==> config.mk <==
export PLATFORM = sky130hd
export DESIGN_NAME = alsu_operand_issue
export DESIGN_NICKNAME = d
export VERILOG_FILES = /design/src/rtl/alsu_operand_issue.sv
export SDC_FILE = /design/constraint.sdc
export NUM_CORES = 1
export LEC_CHECK = 0
export CAP_MARGIN = 20
export CORE_MARGIN = 2
export CORE_UTILIZATION = 45
export CTS_BUF_LIST = sky130_fd_sc_hd__clkbuf_2
export CTS_CLUSTER_SIZE = 40
export DETAILED_ROUTE_END_ITERATION = 16
export PLACE_DENSITY = 0.72
export RECOVER_POWER = 25
export SYNTH_ARGS = -nofsm -noshare
export SYNTH_HDL_FRONTEND = slang
export SYNTH_SLANG_ARGS = --single-unit
==> constraint.sdc <==
create_clock -name clk -period 2.2 [get_ports clk]
set_input_delay 0.33 -clock clk [delete_from_list [all_inputs] [get_ports clk]]
set_output_delay 0.33 -clock clk [all_outputs]
set_load 0.1 [all_outputs]
==> src/rtl/alsu_operand_issue.sv <==
// Issue stage for the 4-bit ALSU adder: buffers requests, drives one operation at a time, holds the result.
// Optional completed-operation counter is built when ALSU_OP_COUNTER_EN is defined.
module alsu_operand_issue #(
  parameter int DEPTH = 4,
  parameter int CNT_W = 8
) (
  input  logic             clk,
  input  logic             rst,
  input  logic             in_valid,
  output logic             in_ready,
  input  logic [3:0]       in_a,
  input  logic [3:0]       in_b,
  input  logic [4:0]       in_sel,
  output logic [3:0]       issue_a,
  output logic [3:0]       issue_b,
  output logic [4:0]       issue_sel,
  input  logic [3:0]       res_sum,
  input  logic             res_carry,
  input  logic             res_neg,
  output logic             out_valid,
  input  logic             out_ready,
  output logic [3:0]       out_sum,
  output logic             out_carry,
  output logic             out_neg,
  output logic             out_zero,
  output logic [4:0]       out_sel,
  output logic [CNT_W-1:0] op_count
);

  localparam int AW = (DEPTH > 1) ? $clog2(DEPTH) : 1;
  localparam logic [AW-1:0] PTR_ONE  = AW'(1);
  localparam logic [AW:0]   CNT_ONE  = (AW+1)'(1);
  localparam logic [AW:0]   FULL_CNT = (AW+1)'(DEPTH);

  localparam logic [1:0] IDLE = 2'b00;
  localparam logic [1:0] EXEC = 2'b01;
  localparam logic [1:0] HOLD = 2'b10;

  logic [12:0]   mem [DEPTH];
  logic [AW-1:0] wr_ptr;
  logic [AW-1:0] rd_ptr;
  logic [AW:0]   count;
  logic [1:0]    state;
  logic [1:0]    state_nxt;
  logic          empty;
  logic          push;
  logic          pop;
  logic [12:0]   head;

  assign empty    = (count == {(AW+1){1'b0}});
  assign in_ready = (count != FULL_CNT);
  assign push     = in_valid && in_ready;
  assign head     = mem[rd_ptr];

  // Next-state and pop decision; a pop always coincides with loading issue_*.
  always_comb begin
    pop       = 1'b0;
    state_nxt = state;
    case (state)
      IDLE: begin
        if (!empty) begin
          pop       = 1'b1;
          state_nxt = EXEC;
        end else begin
          state_nxt = IDLE;
        end
      end
      EXEC: state_nxt = HOLD;
      HOLD: begin
        if (out_ready && !empty) begin
          pop       = 1'b1;
          state_nxt = EXEC;
        end else if (out_ready) begin
          state_nxt = IDLE;
        end else begin
          state_nxt = HOLD;
        end
      end
      default: state_nxt = IDLE;
    endcase
  end

  // Request storage; contents need no reset because the pointers define validity.
  always_ff @(posedge clk) begin
    if (push) begin
      mem[wr_ptr] <= {in_sel, in_b, in_a};
    end
  end

  // FIFO pointers and occupancy.
  always_ff @(posedge clk) begin
    if (rst) begin
      wr_ptr <= {AW{1'b0}};
      rd_ptr <= {AW{1'b0}};
      count  <= {(AW+1){1'b0}};
    end else begin
      if (push) begin
        wr_ptr <= wr_ptr + PTR_ONE;
      end
      if (pop) begin
        rd_ptr <= rd_ptr + PTR_ONE;
      end
      case ({push, pop})
        2'b10:   count <= count + CNT_ONE;
        2'b01:   count <= count - CNT_ONE;
        default: count <= count;
      endcase
    end
  end

  // Control state, issue registers and captured result.
  always_ff @(posedge clk) begin
    if (rst) begin
      state     <= IDLE;
      issue_a   <= 4'h0;
      issue_b   <= 4'h0;
      issue_sel <= 5'h00;
      out_valid <= 1'b0;
      out_sum   <= 4'h0;
      out_carry <= 1'b0;
      out_neg   <= 1'b0;
      out_zero  <= 1'b1;
      out_sel   <= 5'h00;
    end else begin
      state <= state_nxt;
      if (pop) begin
        issue_a   <= head[3:0];
        issue_b   <= head[7:4];
        issue_sel <= head[12:8];
      end
      if (state == EXEC) begin
        out_valid <= 1'b1;
        out_sum   <= res_sum;
        out_carry <= res_carry;
        out_neg   <= res_neg;
        out_zero  <= (res_sum == 4'h0);
        out_sel   <= issue_sel;
      end else if ((state == HOLD) && out_ready) begin
        out_valid <= 1'b0;
      end
    end
  end

`ifdef ALSU_OP_COUNTER_EN
  // Completed-operation counter; wraps naturally at 2^CNT_W.
  always_ff @(posedge clk) begin
    if (rst) begin
      op_count <= {CNT_W{1'b0}};
    end else if (out_valid && out_ready) begin
      op_count <= op_count + {{(CNT_W-1){1'b0}}, 1'b1};
    end
  end
`else
  assign op_count = {CNT_W{1'b0}};
`endif

endmodule

# After elaboration in Yosys (flattened, before gate mapping)
# Memories as Yosys holds them, arrays and structs flattened. A register that Yosys moved wholly into a read port is not among the register bits.
# Cells that the tools add are included.
dict set report classes {
  addsub 4
  n_eq_ne 5
  muxes 12
  reduce_logical 9
}
# cell n
set op_table {}
lappend op_table {{1-bit two-way mux} 7}
lappend op_table {{2-bit one-hot mux with 3 select lines} 1}
lappend op_table {{3-bit one-hot mux with 2 select lines} 1}
lappend op_table {{2-bit by 1-bit adder with 2-bit output (second input constant)} 2}
lappend op_table {{2-bit by 1-bit == test with 1-bit output (second input constant)} 2}
lappend op_table {{2-bit == test (second input constant)} 2}
lappend op_table {{4-bit logical NOT} 1}
lappend op_table {{2-bit two-way mux} 2}
lappend op_table {{2-bit nonzero test} 2}
lappend op_table {{3-bit by 1-bit adder with 3-bit output (second input constant)} 1}
lappend op_table {{1-bit logical AND} 3}
lappend op_table {{3-bit logical NOT} 1}
lappend op_table {{3-bit != test (second input constant)} 1}
lappend op_table {{3-bit by 1-bit subtractor with 3-bit output (second input constant)} 1}
lappend op_table {{2-bit logical NOT} 1}
lappend op_table {{1-bit one-hot mux with 2 select lines} 1}
lappend op_table {{1-bit logical NOT} 1}
dict set report totals {
  register_bits 22
  mem_bits_rw 52
  inputBits 23
  output_inout_bits 35
  wordCells 41
  mem_count 1
}
# memory words width read_ports rd_ports_with_merged_regs wr line_no
set memory_table {}
lappend memory_table {mem 4 13 1 1 1 39} ;# logic [12:0] mem [DEPTH];

# Longest topological paths before layout
dict set report logic_depth {
  word_depth 7
  ltp_mapped 9
}

# Least setup slack after synthesis
# Ideal clock, no wire load.
dict set report synth_path {
  path_kind {flip-flop to flip-flop}
  start {register count[0]}
  end {register count[2]}
  setup_time_ps 70
  arrival_time_ps 2318
  t_required_ps 2130
  slack_ps -188
  stages_incl_launch_ff 10
  period_less_slack_ps 2388
  path_cell_list {dfxtp_1 -> or3b_1 -> buf_2 -> nand2_1 -> ha_1 -> inv_1 -> fa_1 -> xor2_1 -> or3_1 -> a21oi_1}
}
# element line_no
set synth_lines {}
lappend synth_lines {{from (decl)} 42} ;# logic [AW:0] count;
lappend synth_lines {{from (signal assigned)} 95} ;# count <= {(AW+1){1'b0}};
lappend synth_lines {{from (signal assigned)} 104} ;# 2'b10: count <= count + CNT_ONE;
lappend synth_lines {{from (signal assigned)} 105} ;# 2'b01: count <= count - CNT_ONE;
lappend synth_lines {{3-bit != test (*)} 51} ;# assign in_ready = (count != FULL_CNT);
lappend synth_lines {{named net in_ready} 10} ;# output logic in_ready,
lappend synth_lines {{1-bit logical AND (*)} 52} ;# assign push = in_valid && in_ready;
lappend synth_lines {{2-bit by 1-bit == test with 1-bit output or 2-bit == test (tied branches)} 103} ;# case ({push, pop})
lappend synth_lines {{3-bit one-hot mux with 2 select lines or 2-bit nonzero test (tied branches)} --}
# The timed path passes the listed nets; every way through them passes the cells marked *.
# A chain may end at the register's enable or synchronous reset.

# Final worst setup path
dict set report layout_path {
  start {register count[1]}
  end {register count[2]}
}
dict set report layout_via {
  elab_chain_len 7
}
# element line_no
set layout_lines {}
lappend layout_lines {{3-bit logical NOT} 50} ;# assign empty = (count == {(AW+1){1'b0}});
lappend layout_lines {{1-bit logical NOT} 70} ;# if (out_ready && !empty) begin
lappend layout_lines {{1-bit logical AND} 70}
lappend layout_lines {{1-bit two-way mux} 70}
lappend layout_lines {{1-bit one-hot mux with 2 select lines} 59} ;# case (state)
lappend layout_lines {{2-bit by 1-bit == test with 1-bit output or 2-bit == test (tied branches)} 103}
lappend layout_lines {{3-bit one-hot mux with 2 select lines or 2-bit nonzero test (tied branches)} --}
# Parallel ways exist; a longest one is shown, timed or not.

==> results.ini <==
[floorplanning]
fp.dieH_um = 91.7
placementRows = 31
start_util = 0.470
die-area_sq_mm = 0.00841
ioPinCount = 58
core_area_sq_mm = 0.00737
die-width_um = 91.7

[sta]
fin_ws_ns = 0.101
rsz0062_at_grt = false
setup_viol = 0
slew_headroom = 0.459
worst-slew-pin-transition_ns = 0.811
hold_ws_ns = 0.309
hold_viol_final = 0
fin_crit_ns = 2.10
clock_skew_ns = 0.0260
max_freq_ghz = 0.476
final.period_utilization = 0.954
drv_slew = 0
tns_ns = 0

[pwr]
swShare = 0.465
power-per-cell-area_mw_per_mm2 = 1370
comb_power_share = 0.457
power_frac_clock = 0.148
sequentialPowerShare = 0.395
irDropWorstVdd_mv = 0.485
p_leak_nw = 1.51
power_switching_mw = 2.65
p_int_mw = 3.05

[worst_hold_path]
worstHoldPathType = in2reg
hold_depth = 3
min_to = out_neg
worstHoldStart = res_neg

[yosys]
synth-simple-area-share = 0.0979
synth-seq-cells = 87
synthDistinctLibCells = 36
ys_seq_area_frac = 0.653
synth_area_sq_mm = 0.00346
async_reset_ff_frac = 0
synthMuxAreaShare = 0.102
avgSynthCellArea_sq_um = 14.7
synthXorXnorAreaFrac = 0.00506
synth_top_family_by_area = multiplexers
synth_compound_area_frac = 0.0704
synthFlopType = edfxtp_1
ys_warn_count = 0
synth-edff-count = 52
synth_fa_ha_area_frac = 0.0238
synthCells = 235

[global_route]
grt_pass1_wl_mm = 9.56
grt_util_all_layers = 0.150
antenna_found_initial = 0
grt_max_degree = 20
gr-total-overflow = 0
grt_pass1_vias = 1901

[run_status]
status = completed

[layout]
postLayoutCellArea_sq_mm = 0.00417
layout-drive-gt1-share = 0.233
final_net_count = 324
syn2layout_area_growth_pct = 20.4
n_antenna_cell = 0
n_fill_cell = 617
final_core_util = 0.566

[drt]
wirelength_mm = 6.00
vias = 2026
ant_nets = 0
vias_per_cell = 5.08
drt_iter0_drc = 98
wl_per_cell_um = 15.0
dr.pass1.iters = 5
drc = 0

[placement]
gp_congestion = 0.770
hpwl_mm = 3.95
dpl_cell_area_sq_mm = 0.00402
pre_cts_slack_ns = -0.250
io_buffers = 49

[critical_path]
end_kind = flop
r2r_cells = 8
crit_fanout = 3
arrival_ns = 2.59
path_class = reg2reg
regToRegStartpoint = count[1]
regToRegSetupSlack_ns = 0.10
r2r-end = count[2]
critPathRequiredTime_ns = 2.69
crit_path_start_kind = flop

[clock_network]
htreeDepth = 3
cts_max_path_buffers = 2
numClockSinks = 87
cts_tree = done
root_buffer = clkbuf_2
clk_latency_ns = 0.56
clk_pin_slew_ns = 0.23
cts_buffers = 9

[run]
maxCapViolations = 0

==> worst max path at each step <==
| stage | depth (start not counted) | slack, ns | end | startpoint |
|---|---|---|---|---|
| after global placement | 9 | -0.22 | count[2] | out_ready |
| final | 8 | 0.10 | count[2] | count[1] |
| after CTS | 8 | 0.03 | count[2] | count[1] |
| after global routing | 8 | 0.03 | count[2] | count[1] |
| after detailed placement | 9 | -0.25 | count[2] | out_ready |
| after floorplan | 9 | 0.02 | count[2] | count[1] |
==> per-stage QoR <==
step                std cells  total power [mW]
CTS                       398              5.69
finish                    399              5.69
floorplan                 242              4.33
detailed placement        382              4.86
global route              399              5.96
global placement          382              4.82
==> worst max-delay path, cell delays in order (launching register included) <==
cell and delay (ns):
dfxtp_4 0.40, or3b_4 0.40, nand2_2 0.11, ha_4 0.14, inv_1 0.05, fa_2 0.33
xor2_1 0.18, or3_1 0.34, a21oi_2 0.12
==> logic make-up (layout without fill, tap and decap cells) <==
| group | Yosys count | count (layout) |
|---|---|---|
| simple gates | 61 | 61 |
| flops | 87 | 87 |
| xor+xnor | 2 | 2 |
| buf+inv | 28 | 86 |
| mux | 14 | 14 |
| compound gates | 36 | 36 |
| other cells | 1 | 8 |
| fa+ha+maj | 6 | 6 |
==> cell type report <==
| class | instances | area [sq um] | area share |
|---|---|---|---|
| sequential | 87 | 2270 | 0.544 |
| multi-input combinational | 127 | 1100 | 0.263 |
| timing repair buffer | 64 | 536 | 0.128 |
| tap | 99 | 124 | 0.0297 |
| clock inverter | 7 | 80.1 | 0.0192 |
| clock buffer | 9 | 45.0 | 0.0108 |
| inverter | 6 | 22.5 | 0.00540 |
==> sequential cells by signal, indices dropped and copies added (netlist names) <==
register	flops
wr_ptr	2
out_sel	5
out_zero	1
out_valid	1
rd_ptr	2
count	3
out_neg	1
state	2
mem	52
out_sum	4
issue_a	4
out_carry	1
issue_b	4
issue_sel	5
==> synthesized netlist by cell type, drive strengths merged, types with 4 or more instances <==
cell type | number | area (sq um)
a21oi | 17 | 85.1
and3 | 4 | 25.0
buf | 17 | 120
clkbuf | 5 | 18.8
dfxtp | 35 | 701
edfxtp | 52 | 1560
ha | 5 | 62.6
inv | 6 | 22.5
mux4 | 13 | 342
nand2 | 23 | 86.3
nand2b | 14 | 87.6
nor2 | 6 | 22.5
o2bb2ai | 13 | 114
==> layout by cell type, fill, tap and decap left out, types with 4 or more instances in the layout <==
master / netlist / layout
clkdlybuf4s50_1: 0 / 11
and3_1: 4 / 4
a21oi_1: 17 / 16
conb_1: 1 / 8
mux4_1: 13 / 13
ha_1: 5 / 4
nor2_1: 6 / 6
dfxtp_1: 35 / 32
buf_4: 8 / 42
dlygate4sd3_1: 0 / 11
nand2_1: 23 / 22
edfxtp_1: 52 / 52
nand2b_1: 14 / 14
clkbuf_2: 0 / 9
inv_1: 6 / 6
o2bb2ai_1: 13 / 13
==> per-layer routing <==
layer | vias up | GRT usage | share of wire
li1 | 982 | - | -
met2 | 57 | 0.238 | 0.47
met1 | 978 | 0.195 | 0.46
met3 | 9 | 0.0304 | 0.044
met5 | - | 0 | 0
met4 | 0 | 0.0784 | 0.020
==> repair_timing <==
| item | CTS | global route |
|---|---|---|
| gates resized for setup | 0 | 6 |
| setup buffers | 0 | 1 |
| hold buffers | 0 | 0 |
| endpoints found under the setup margin | 0 | 1 |
==> power by group through the flow <==
stage	logic, mW	registers, mW	clock network [mW]
2_1_floorplan	1.01	3.31	0
3_3_place_gp	2.55	2.28	0
3_5_place_dp	2.57	2.29	0
4_1_cts	2.58	2.25	0.860
5_1_grt	2.74	2.29	0.932
6_report	2.60	2.25	0.843
No activity file was read; power rests on OpenSTA's default activity.
==> edit 1 (same flow settings) <==
`DEPTH`: 4 -> 8.
--- a/src/rtl/alsu_operand_issue.sv
+++ b/src/rtl/alsu_operand_issue.sv
@@ -2,5 +2,5 @@
 // Optional completed-operation counter is built when ALSU_OP_COUNTER_EN is defined.
 module alsu_operand_issue #(
-  parameter int DEPTH = 4,
+  parameter int DEPTH = 8,
   parameter int CNT_W = 8
 ) (
Behaviour: not the same (a bounded check fails within 10 cycles, from zero or initial values and one cycle with rst high).
==> edit 1 against the unedited design <==
  * The flow now finishes with violations (setup timing)
  * Synthesized area is 59% higher
  * Highest routed layer unchanged
  * Sequential share of layout area is 4.4 points higher
  * Power is 48% higher
  * Setup slack worse by 0.33 ns
  * Clock skew is 0.0060 ns lower
  * Sequential cell count is 55 higher
  * Final area is 59% higher
  * Critical path type unchanged
  * First-iteration DRC count is 110% higher
  * Wire length is 76% higher
==> edit 1: results (changes against the unedited design) <==
[synth]
yosysWarnings = 0  ; unchanged
synth.yosys.seq_area_share = 0.707  ; was 0.653
synth_edf_count = 104  ; was 52
synth_xor_area_frac = 0.00956  ; was 0.00506
synth_compound_area_frac = 0.0357  ; was 0.0704
muxShareOfSynthArea = 0.108  ; was 0.102
avgSynthCellArea_sq_um = 16.3  ; was 14.7 sq um
synthAdderAreaFrac = 0.0150  ; was 0.0238
netlist_top_cells_area = edfxtp_1 57%, dfxtp_1 14%, mux4_2 11%  ; was edfxtp_1 45%, dfxtp_1 20%, mux4_1 9.9%

[layout]
num-nonclk-buffers = 80  ; was 64
area_delta_synth_final_pct = 20.5  ; was 20.4%
multi_input_area_share = 0.237  ; was 0.263
sh_seq_area = 0.588  ; was 0.544
final.clkbuf_count = 22  ; was 9
nMultiInputCombCells = 172  ; was 127
stdcell_area_sq_mm = 0.00662  ; was 0.00417 sq mm
bufAreaShareNonClock = 0.113  ; was 0.128
n_fill_cell = 946  ; was 617
clock_area_frac = 0.0314  ; was 0.0300
drive_gt1_frac = 0.348  ; was 0.233
fin_nets = 447  ; was 324
nNonClkInverters = 5  ; was 6

[critical_path]
worstPathMaxFanout = 4  ; was 3
critPathMaxStageDelay_ns = 0.55  ; was 0.40 ns
regToRegEndpoint = count[3]  ; was count[2]
startpoint = count[0]  ; was count[1]

[timing]
setup_tns_ns = -0.400  ; was 0 ns
fin_skew_ns = 0.0200  ; was 0.0260 ns
finalSetupViolations = 3  ; was 0
hold_ws_ns = 0.195  ; was 0.309 ns
setup_ws_ns = -0.226  ; was 0.101 ns

[power]
p_int_w = 0.00507  ; was 0.00305 W
p_leak_nw = 2.26  ; was 1.51 nW
vdd_drop_max_mv = 0.821  ; was 0.485 mV

[detailed_routing]
routedWlPerCell_microns = 18.2  ; was 15.0 microns
first_pass_iters = 4  ; was 5
first_iter_violations = 209  ; was 98
vias_per_cell = 5.32  ; was 5.08

[status]
run_status = finished with violations  ; was complete, no violations
violations = setup timing

[placement]
dpl_cell_area_sq_mm = 0.00633  ; was 0.00402 sq mm
dp_hpwl_microns = 6390  ; was 3950 microns
dp.cells = 542  ; was 382
gp_routability_congestion = 0.743  ; was 0.770

[grt]
grt_first_pass_wirelength_microns = 16500  ; was 9560 microns
grt_max_degree = 39  ; was 20
track_usage = 0.172  ; was 0.150
grt_pass1_vias = 3112  ; was 1901

[cts]
numCtsBuffers = 17  ; was 9
clk_pin_slew_ns = 0.18  ; was 0.23 ns

==> edit 1: worst reg2reg max path, cell delays in order (launching register included) <==
cell and delay [ns]:
dfxtp_2 0.37, or4_4 0.55, and3_4 0.18, ha_4 0.18, ha_4 0.24, a21oi_4 0.17
a21oi_2 0.08, or4_4 0.51, a21oi_2 0.12
==> edit 1: power by group through the flow <==
stage	Sequential (W)	Combinational [W]	Clock [W]
3_3_place_gp	0.00341	0.00350	0
6_report	0.00337	0.00370	0.00136
3_5_place_dp	0.00343	0.00357	0
2_1_floorplan	0.00437	0.00180	0
4_1_cts	0.00337	0.00366	0.00141
5_1_grt	0.00341	0.00394	0.00152
==> edit 1: per-layer routing <==
metal,up-vias,routed length [microns],global-route usage
li1,1443,-,-
met3,9,647,0.0513
met2,99,5240,0.281
met1,1525,4560,0.221
met4,0,94,0.0610
met5,-,0,0
==> edit 1: timing repair <==
item,CTS,global route
buffers inserted,3,1
pin swaps,3,5
resized for setup,6,5
setup endpoints to repair,3,3
==> edit 2 (same settings) <==
Without the edit above. Add a define of `ALSU_OP_COUNTER_EN`.
--- a/src/rtl/alsu_operand_issue.sv
+++ b/src/rtl/alsu_operand_issue.sv
@@ -1,4 +1,6 @@
 // Issue stage for the 4-bit ALSU adder: buffers requests, drives one operation at a time, holds the result.
 // Optional completed-operation counter is built when ALSU_OP_COUNTER_EN is defined.
+`define ALSU_OP_COUNTER_EN
+
 module alsu_operand_issue #(
   parameter int DEPTH = 4,
Formal check against the unedited RTL: not equivalent (Yosys sat finds a counterexample within 10 cycles, from zero or initial values and one cycle with rst high).
==> edit 2 against the unedited design <==
  * Wire length rose by 11%
  * Power rose by 3.7%
  * Synthesized area rose by 8.3%
  * Die area rose by 8.0%
  * Setup slack improved by 0.0047 ns
  * Final area rose by 9.5%
  * Sequential cell count rose by 8
  * Sequential share of layout area fell by 1.4 points
  * Critical path type is now reg2out
  * Largest cell class unchanged
  * Highest routed layer unchanged
==> edit 2: results (changes against the unedited design) <==
[status]
run_status = complete, no violations  ; unchanged

[placement]
dp_hpwl_microns = 4590  ; was 3950 microns
dpl_cell_area_sq_mm = 0.00443  ; was 0.00402 sq mm
dp.cells = 427  ; was 382
portBuffers = 57  ; was 49
gp_routability_congestion = 0.750  ; was 0.770

[power]
pwr_density_cell_mw_per_mm2 = 1290  ; was 1370 mW/mm^2
vdd_drop_max_mv = 0.469  ; was 0.485 mV
p_seq_frac = 0.415  ; was 0.395
power_frac_clock = 0.154  ; was 0.148
p_leak_nw = 1.66  ; was 1.51 nW

[layout]
n_fill_cell = 659  ; was 617
reg_top3 = mem (52), op_count (8)  ; was mem (52), issue_sel (5), out_sel (5)
layout.cells.non_filler = 444  ; was 399
fin_nets = 364  ; was 324
drive_gt1_frac = 0.218  ; was 0.233

[grt]
track_usage = 0.155  ; was 0.150
grt_first_pass_wirelength_microns = 10600  ; was 9560 microns
grt_pass1_vias = 2226  ; was 1901
antenna_found_initial = 0  ; unchanged

[detailed_routing]
first_iter_violations = 66  ; was 98
first_pass_iters = 4  ; was 5
routedWlPerCell_microns = 15.0  ; about the same

[critical_path]
reg2reg_slack_ns = 0.18  ; was 0.10 ns
cp_slowest_cell = dfxtp_1  ; was dfxtp_4
critPathMaxStageDelay_ns = 0.48  ; was 0.40 ns
crit_end = in_ready  ; was count[2]
cp_data_arrival_time_ns = 1.76  ; was 2.59 ns

[cts]
htree_levels = 3  ; unchanged
clk_pin_slew_ns = 0.28  ; was 0.23 ns
clock_latency_ns = 0.53  ; was 0.56 ns
ctsResizeCount = 0  ; unchanged

[synth]
synthAdderAreaFrac = 0.0253  ; was 0.0238
syn_nets = 295
synth_common_cells = 52 x edfxtp_1, 43 x dfxtp_1, 27 x nand2_1  ; was 52 x edfxtp_1, 35 x dfxtp_1, 23 x nand2_1
netlist_top_cells_area = edfxtp_1 42%, dfxtp_1 23%, mux4_1 9.1%  ; was edfxtp_1 45%, dfxtp_1 20%, mux4_1 9.9%
synth_edf_count = 52  ; unchanged
synth_xor_area_frac = 0.00934  ; was 0.00506
muxShareOfSynthArea = 0.103  ; was 0.102
synth_cell_types = 37  ; was 36
avgSynthCellArea_sq_um = 14.2  ; was 14.7 sq um
synth.yosys.seq_area_share = 0.646  ; was 0.653
synth_compound_area_frac = 0.0730  ; was 0.0704

[timing]
fin_skew_ns = 0.0305  ; was 0.0260 ns
tightestPinTransition_ns = 0.832  ; was 0.811 ns

-- edit 2: cell types whose count changed after synthesis, moves of 4 or more --
cell	delta
buf_4	-8
dfxtp_1	+8
nand2_1	+4
nand3_1	+5
-- edit 2: layout make-up --
type                       instances  area, sq um  share of cell area
multi-input combinational        151         1240               0.271
sequential                        95         2420               0.530
inverter                           4         15.0             0.00329
clock inverter                     7         88.8              0.0194
timing repair buffer              73          628               0.137
clock buffer                       9         45.0             0.00986
tap                              105          131              0.0288
-- edit 2: metal layers --
| metal | track usage | share of wire | vias to the layer above |
|---|---|---|---|
| li1 | - | - | 1134 |
| met1 | 0.194 | 0.44 | 1110 |
| met2 | 0.258 | 0.49 | 65 |
| met3 | 0.0364 | 0.051 | 8 |
| met4 | 0.0688 | 0.015 | 0 |
| met5 | 0 | 0 | - |
-- edit 2: metrics by stage --
stage	setup TNS [ns]	utilization	worst slack (ns)	hold WS, ns
6_report	0	0.562	0.106	0.299
5_1_grt	0	0.562	0.0198	0.245
4_1_cts	0	0.561	0.0691	0.260
3_5_place_dp	-0.0940	0.544	-0.0940	0.448
3_3_place_gp	-0.0428	0.544	-0.0428	0.441
2_1_floorplan	0	-	0.00682	0.429
-- edit 2: how the worst min path moves through the flow --
stage / from / end / slack (ns)
final: res_neg / out_neg / 0.30
after global routing: res_neg / out_neg / 0.25
after CTS: res_neg / out_neg / 0.26
after detailed placement: out_neg / out_neg / 0.45
after global placement: out_sum[2] / out_sum[2] / 0.44
after floorplan: in_a[0] / mem[0][0] / 0.43
-- edit 2: timing repair --
action                                  in CTS  in global routing
setup buffers                                0                  1
endpoints found under the setup margin       0                  1
hold buffers                                 0                  0
-- edit 2: worst max-delay path, delay by kind of cell (launching register included) --
kind | cells | cell delay [ns]
buf+inv | 2 | 0.36
flops | 1 | 0.48
simple gates | 1 | 0.40
